## src/rtl/uart_tx_fifo_rd_pkg.sv

```systemverilog
// Shared FSM state encoding and frame constants for the FIFO-draining UART transmitter.
package uart_tx_pkg;

    localparam int UART_DATA_BITS = 8;

    typedef enum logic [2:0] {
        IDLE,
        RD,
        LATCH,
        START,
        DATA,
        PARITY,
        STOP
    } uart_state_e;

endpackage

```

## src/rtl/uart_tx_fifo_rd_if.sv

```systemverilog
// FIFO read port plus serial-line status of uart_tx_fifo_rd.
// master = the transmitter, slave = the FIFO / line observer.
interface uart_tx_fifo_rd_if #(
    parameter int DATA_W = 8
);
    logic              fifo_empty;
    logic [DATA_W-1:0] fifo_data;
    logic              fifo_rd;
    logic              tx;
    logic              busy;
    logic              tx_done;

    modport master (
        input  fifo_empty,
        input  fifo_data,
        output fifo_rd,
        output tx,
        output busy,
        output tx_done
    );

    modport slave (
        output fifo_empty,
        output fifo_data,
        input  fifo_rd,
        input  tx,
        input  busy,
        input  tx_done
    );
endinterface

```

## src/rtl/uart_baud_cnt.sv

```systemverilog
// Per-bit cycle counter: bit_end pulses on the last cycle of each CLKS_PER_BIT-long bit.
module uart_baud_cnt #(
    parameter int CLKS_PER_BIT = 16
) (
    input  logic clk,
    input  logic rst,
    input  logic clr,
    input  logic en,
    output logic bit_end
);
    localparam int              CNT_W = $clog2(CLKS_PER_BIT);
    localparam logic [CNT_W-1:0] LAST = CNT_W'(CLKS_PER_BIT - 1);

    logic [CNT_W-1:0] cnt_q;
    logic [CNT_W-1:0] cnt_d;

    assign bit_end = en && (cnt_q == LAST);

    // NOTE: default assignment first so no path leaves cnt_d unassigned (no latch).
    always_comb begin
        cnt_d = cnt_q;
        if (clr) begin
            cnt_d = '0;
        end else if (en) begin
            cnt_d = bit_end ? '0 : cnt_q + 1'b1;
        end
    end

    // NOTE: state registers use non-blocking assignments only.
    always_ff @(posedge clk or posedge rst) begin
        if (rst) begin
            cnt_q <= '0;
        end else begin
            cnt_q <= cnt_d;
        end
    end
endmodule

```

## src/rtl/uart_tx_fifo_rd.sv

```systemverilog
// UART transmitter that pops bytes from a registered-output FIFO and sends 8N1 frames.
// Define UART_TX_PARITY_EN to insert an even-parity bit (8E1).
module uart_tx_fifo_rd
    import uart_tx_pkg::*;
#(
    parameter int CLKS_PER_BIT = 16,
    parameter int DATA_W       = 8
) (
    input  logic                   clk,
    input  logic                   rst,
    uart_tx_fifo_rd_if.master      bus
);
    localparam int               BIT_W    = $clog2(UART_DATA_BITS);
    localparam logic [BIT_W-1:0] LAST_BIT = BIT_W'(UART_DATA_BITS - 1);

    uart_state_e       state_q, state_d;
    logic [BIT_W-1:0]  bit_cnt_q, bit_cnt_d;
    logic [DATA_W-1:0] shift_q, shift_d;
    logic              tx_q, tx_d;
`ifdef UART_TX_PARITY_EN
    logic              parity_q, parity_d;
`endif
    logic              bit_end;
    logic              baud_clr;
    logic              baud_en;

    // Every state change restarts the bit timer, so each state gets full bit periods.
    assign baud_clr = (state_d != state_q);
    assign baud_en  = (state_q == START) || (state_q == DATA) ||
                      (state_q == PARITY) || (state_q == STOP);

    uart_baud_cnt #(
        .CLKS_PER_BIT (CLKS_PER_BIT)
    ) u_baud (
        .clk     (clk),
        .rst     (rst),
        .clr     (baud_clr),
        .en      (baud_en),
        .bit_end (bit_end)
    );

    always_comb begin
        state_d   = state_q;
        bit_cnt_d = bit_cnt_q;
        shift_d   = shift_q;
`ifdef UART_TX_PARITY_EN
        parity_d  = parity_q;
`endif
        unique case (state_q)
            IDLE:    if (!bus.fifo_empty) state_d = RD;
            RD:      state_d = LATCH;
            LATCH: begin
                // FIFO data_out is registered: it is valid here, one cycle after the pop.
                shift_d = bus.fifo_data;
`ifdef UART_TX_PARITY_EN
                parity_d = ^bus.fifo_data;
`endif
                state_d = START;
            end
            START:   if (bit_end) state_d = DATA;
            DATA: begin
                if (bit_end) begin
                    if (bit_cnt_q == LAST_BIT) begin
                        bit_cnt_d = '0;
`ifdef UART_TX_PARITY_EN
                        state_d   = PARITY;
`else
                        state_d   = STOP;
`endif
                    end else begin
                        bit_cnt_d = bit_cnt_q + 1'b1;
                        shift_d   = shift_q >> 1;
                    end
                end
            end
`ifdef UART_TX_PARITY_EN
            PARITY:  if (bit_end) state_d = STOP;
`endif
            STOP:    if (bit_end) state_d = IDLE;
            default: state_d = IDLE;
        endcase

        // Line level follows the state being entered so tx is registered yet aligned.
        unique case (state_d)
            START:   tx_d = 1'b0;
            DATA:    tx_d = shift_d[0];
`ifdef UART_TX_PARITY_EN
            PARITY:  tx_d = parity_d;
`endif
            default: tx_d = 1'b1;
        endcase
    end

    always_ff @(posedge clk or posedge rst) begin
        if (rst) begin
            state_q   <= IDLE;
            bit_cnt_q <= '0;
            shift_q   <= '0;
            tx_q      <= 1'b1;
`ifdef UART_TX_PARITY_EN
            parity_q  <= 1'b0;
`endif
        end else begin
            state_q   <= state_d;
            bit_cnt_q <= bit_cnt_d;
            shift_q   <= shift_d;
            tx_q      <= tx_d;
`ifdef UART_TX_PARITY_EN
            parity_q  <= parity_d;
`endif
        end
    end

    assign bus.tx      = tx_q;
    assign bus.fifo_rd = (state_q == RD);
    assign bus.busy    = (state_q != IDLE);
    assign bus.tx_done = (state_q == STOP) && bit_end;
endmodule

```

## src/flat_wrapper.sv

```systemverilog
// flat-port wrapper written by rule: the top's interface ports become plain ports
module uart_tx_fifo_rd_flat import uart_tx_pkg::*;
#(
    parameter int CLKS_PER_BIT = 16,
    parameter int DATA_W       = 8
)
  (clk, rst, bus_fifo_empty, bus_fifo_data, bus_fifo_rd, bus_tx, bus_busy, bus_tx_done);
  uart_tx_fifo_rd_if #(.DATA_W(DATA_W)) bus_i ();
  input  logic clk;
  input  logic rst;
  input wire logic [$bits(bus_i.fifo_empty)-1:0] bus_fifo_empty;
  input wire logic [$bits(bus_i.fifo_data)-1:0] bus_fifo_data;
  output wire logic [$bits(bus_i.fifo_rd)-1:0] bus_fifo_rd;
  output wire logic [$bits(bus_i.tx)-1:0] bus_tx;
  output wire logic [$bits(bus_i.busy)-1:0] bus_busy;
  output wire logic [$bits(bus_i.tx_done)-1:0] bus_tx_done;
  assign bus_i.fifo_empty = bus_fifo_empty;
  assign bus_i.fifo_data = bus_fifo_data;
  assign bus_fifo_rd = bus_i.fifo_rd;
  assign bus_tx = bus_i.tx;
  assign bus_busy = bus_i.busy;
  assign bus_tx_done = bus_i.tx_done;
  uart_tx_fifo_rd #(.CLKS_PER_BIT(CLKS_PER_BIT), .DATA_W(DATA_W)) u_core (.clk(clk), .rst(rst), .bus(bus_i));
endmodule
```

## config.mk

```make
export PLATFORM = sky130hd
export DESIGN_NAME = uart_tx_fifo_rd_flat
export DESIGN_NICKNAME = d
export VERILOG_FILES = /design/src/rtl/uart_tx_fifo_rd_pkg.sv /design/src/rtl/uart_tx_fifo_rd_if.sv /design/src/rtl/uart_baud_cnt.sv /design/src/rtl/uart_tx_fifo_rd.sv /design/src/flat_wrapper.sv
export SDC_FILE = /design/constraint.sdc
export NUM_CORES = 1
export LEC_CHECK = 0
export CAP_MARGIN = 20
export CORE_ASPECT_RATIO = 1.5
export CORE_UTILIZATION = 28
export CTS_BUF_LIST = sky130_fd_sc_hd__clkbuf_4
export CTS_CLUSTER_DIAMETER = 80
export DETAILED_ROUTE_END_ITERATION = 12
export PLACE_DENSITY_LB_ADDON = 0.05
export SLEW_MARGIN = 20
export SYNTH_ARGS = -nofsm -noshare
export SYNTH_HDL_FRONTEND = slang
export SYNTH_SLANG_ARGS = --single-unit
```

## constraint.sdc

```tcl
create_clock -name clk -period 2.2 [get_ports clk]
set_input_delay 0.33 -clock clk [delete_from_list [all_inputs] [get_ports clk]]
set_output_delay 0.33 -clock clk [all_outputs]
set_load 0.01 [all_outputs]
```

==> impl_metrics.json <==
{
  "status": "complete, no violations",
  "cts_tree": "built",
  "path_cells": "or3_1 -> clkdlybuf4s50_1",
  "grt_busiest_layer": "met2",
  "crit_type": "register to primary output",
  "rows": 26,
  "syn-cell-area_sq_mm": 0.001022,
  "syn_avg_cell_area_sq_um": 9.554,
  "io_buffers": 14,
  "met3_usage_pct": 2.395,
  "htreeDepth": 1,
  "drt-initial-drc-count": 26,
  "min_period_over_period_pct": 95.04,
  "nNetsFinal": 144,
  "drtPass1Iterations": 4,
  "die-area_sq_mm": 0.003901,
  "synth_ff_type": "dfrtp_1",
  "drive_above_1_share_pct": 15.50,
  "ys_warn_count": 0,
  "fin_util_pct": 37.66,
  "p_leak_uw": 0.0006009,
  "finalHoldViolCount": 0,
  "rsz0062_at_grt": "false",
  "min_period_ns": 2.091,
  "num_vias": 878,
  "cap_violations": 0,
  "path_buf_inv": 1,
  "yosysUniqueCellTypes": 32,
  "numCtsBuffers": 3,
  "clockBufferDepth": 2,
  "cp-startpoint": "u_core.state_q[1]$_DFF_PP0_",
  "start_util_pct": 29.64,
  "viasPerCell": 5.135,
  "whs_ns": 0.3431,
  "r2r-end": "u_core.shift_q[5]$_DFFE_PP0P_",
  "cts.sinks": 19,
  "syn_nets": 121,
  "drv_slew": 0,
  "rr_startpoint": "u_core.bit_cnt_q[0]$_DFFE_PP0P_",
  "cts-root-buf": "clkbuf_4",
  "grt_start_max_net_pins": 20,
  "ys_ff_latch": 19,
  "met2_usage_pct": 21.18,
  "finalSetupTns_ns": 0,
  "timing.slew.headroom_pct": 65.88,
  "setup_ws_ns": 0.1091,
  "worst_ep_required_time_ns": 1.87,
  "fmax_mhz": 478.3,
  "routed_wl_mm": 2.353,
  "chipHeight_um": 76,
  "skew_ns": 0.002669,
  "wire_per_inst_um": 13.76,
  "die-width_um": 51.34,
  "ant_nets": 0,
  "pre_cts_slack_ns": 0.2484,
  "cts.clk_slew.worst_paths_ns": 0.11,
  "areaGrowthSynthToFinish_pct": 27.05,
  "grtUsageMet1_pct": 17.31,
  "synthArstFlopShare_pct": 100.0,
  "end_kind": "primary output",
  "arrival_ns": 1.76,
  "ir_drop_uv": 468.6,
  "reg2reg_depth": 5,
  "worstMarginPinSlew_ns": 0.5099,
  "max_stage_delay_ns": 0.57,
  "final_common_cell": "dfrtp_1",
  "worstHoldPathType": "input port to asynchronous set/reset pin",
  "insertion_delay_ns": 0.29,
  "fin_area_sq_mm": 0.001299,
  "dp.final_hpwl_mm": 1.652,
  "n_antenna_cell": 0,
  "grt_overflow": 0,
  "startpoint_type": "register",
  "synth_edf_count": 0,
  "antenna_found_initial": 0,
  "slowest_stage": "dfrtp_1",
  "finalSetupViolCount": 0,
  "coreArea_sq_mm": 0.003448,
  "critPathTopFamily": "flip-flops",
  "r2r_slack_ns": 0.31,
  "io_pins": 15,
  "postSynthCellCount": 107,
  "routabilityCongestion": 0.7075,
  "p_per_area_mw_per_mm2": 1013,
  "mostFrequentLayoutCells": "dfrtp_1, nor2_1, clkdlybuf4s50_1, nand2_1, a21oi_1",
  "path_max_fanout": 17,
  "first_global_vias": 858,
  "place_area_sq_mm": 0.001221,
  "drc": 0,
  "seq_area_frac_synth_pct": 46.63,
  "grt_pass1_wl_mm": 3.974,
  "track_usage_pct": 13.39
}
## synth_stat cells (3+ instances only)
master	count	area [sq um]
inv_1	3	11.26
ha_1	3	37.54
and3_1	8	50.05
nand2b_1	5	31.28
clkbuf_1	3	11.26
a21oi_1	9	45.04
o21ai_0	3	15.01
a221o_1	6	60.06
dfrtp_1	18	450.4
nor2_1	13	48.80
nand2_1	10	37.54
## registers in the layout, summed over array words and instances (netlist names)
name	count
u_core.shift_q	8
u_core.u_baud.cnt_q	4
u_core.bit_cnt_q	3
u_core.state_q	3
u_core.bus.tx	1
## stage by stage
stage / power [uW] / instances
detailed placement: 1094 / 162
global placement: 1085 / 162
CTS: 1323 / 168
finish: 1316 / 171
global route: 1426 / 171
floorplan: 939.6 / 107
## worst max-delay path by stage
| stage | endpoint | slack (ns) | cells past startpoint |
|---|---|---|---|
| 2_1_floorplan | u_core.bus.tx$_DFF_PP1_ | 0.54 | 5 |
| 3_3_place_gp | bus_tx_done | 0.30 | 4 |
| 3_5_place_dp | bus_tx_done | 0.25 | 4 |
| 4_1_cts | bus_tx_done | 0.01 | 4 |
| 5_1_grt | bus_busy | 0.01 | 2 |
| 6_report | bus_busy | 0.11 | 2 |
## routing by layer
metal / wire length (um) / share of wire [%] / vias to the layer above
met5: 0 / 0 / -
met4: 27 / 1.1 / 0
met3: 49 / 2.1 / 2
met2: 1223 / 52 / 12
met1: 1053 / 45 / 430
li1: - / - / 434
## logic make-up after synthesis
| group | Yosys count | synth area share (%) |
|---|---|---|
| multiplexers | 4 | 4.161 |
| AND/OR/NAND/NOR | 48 | 24.73 |
| buffers and inverters | 7 | 2.692 |
| XOR/XNOR | 1 | 0.8569 |
| AO/OA/AOI/OAI | 24 | 16.28 |
| adder cells (fa/ha/maj) | 4 | 4.652 |
| flip-flops | 19 | 46.63 |
## power by group
part           switching, uW  total (uW)  internal [uW]
sequential               104         582            478
combinational            260         543            283
clock                    109         192           82.8
total                    472        1320            844
## area by class of cell
class / count / area [sq um]
well taps: 42 / 52.55
clock buffers: 4 / 30.03
flip-flops and latches: 19 / 479.2
multi-input cells: 81 / 523.0
repair buffers: 22 / 202.7
fillers: 384 / 2150
inverters: 3 / 11.26
## worst reg2reg max path: stages, from the launching register on
cell and delay (ns):
dfrtp_1 0.42, ha_1 0.21, ha_1 0.26, nand3b_1 0.36, and3_1 0.27, a221o_1 0.26
## repair_timing
| item | 4_1_cts | 5_1_grt |
|---|---|---|
| buffers inserted | 2 | 3 |
| gates cloned | 0 | 0 |
| setup endpoints to repair | 1 | 2 |
| gates resized for setup | 2 | 3 |
| hold buffers | 0 | 0 |
No activity file was read; power rests on OpenSTA's default activity.
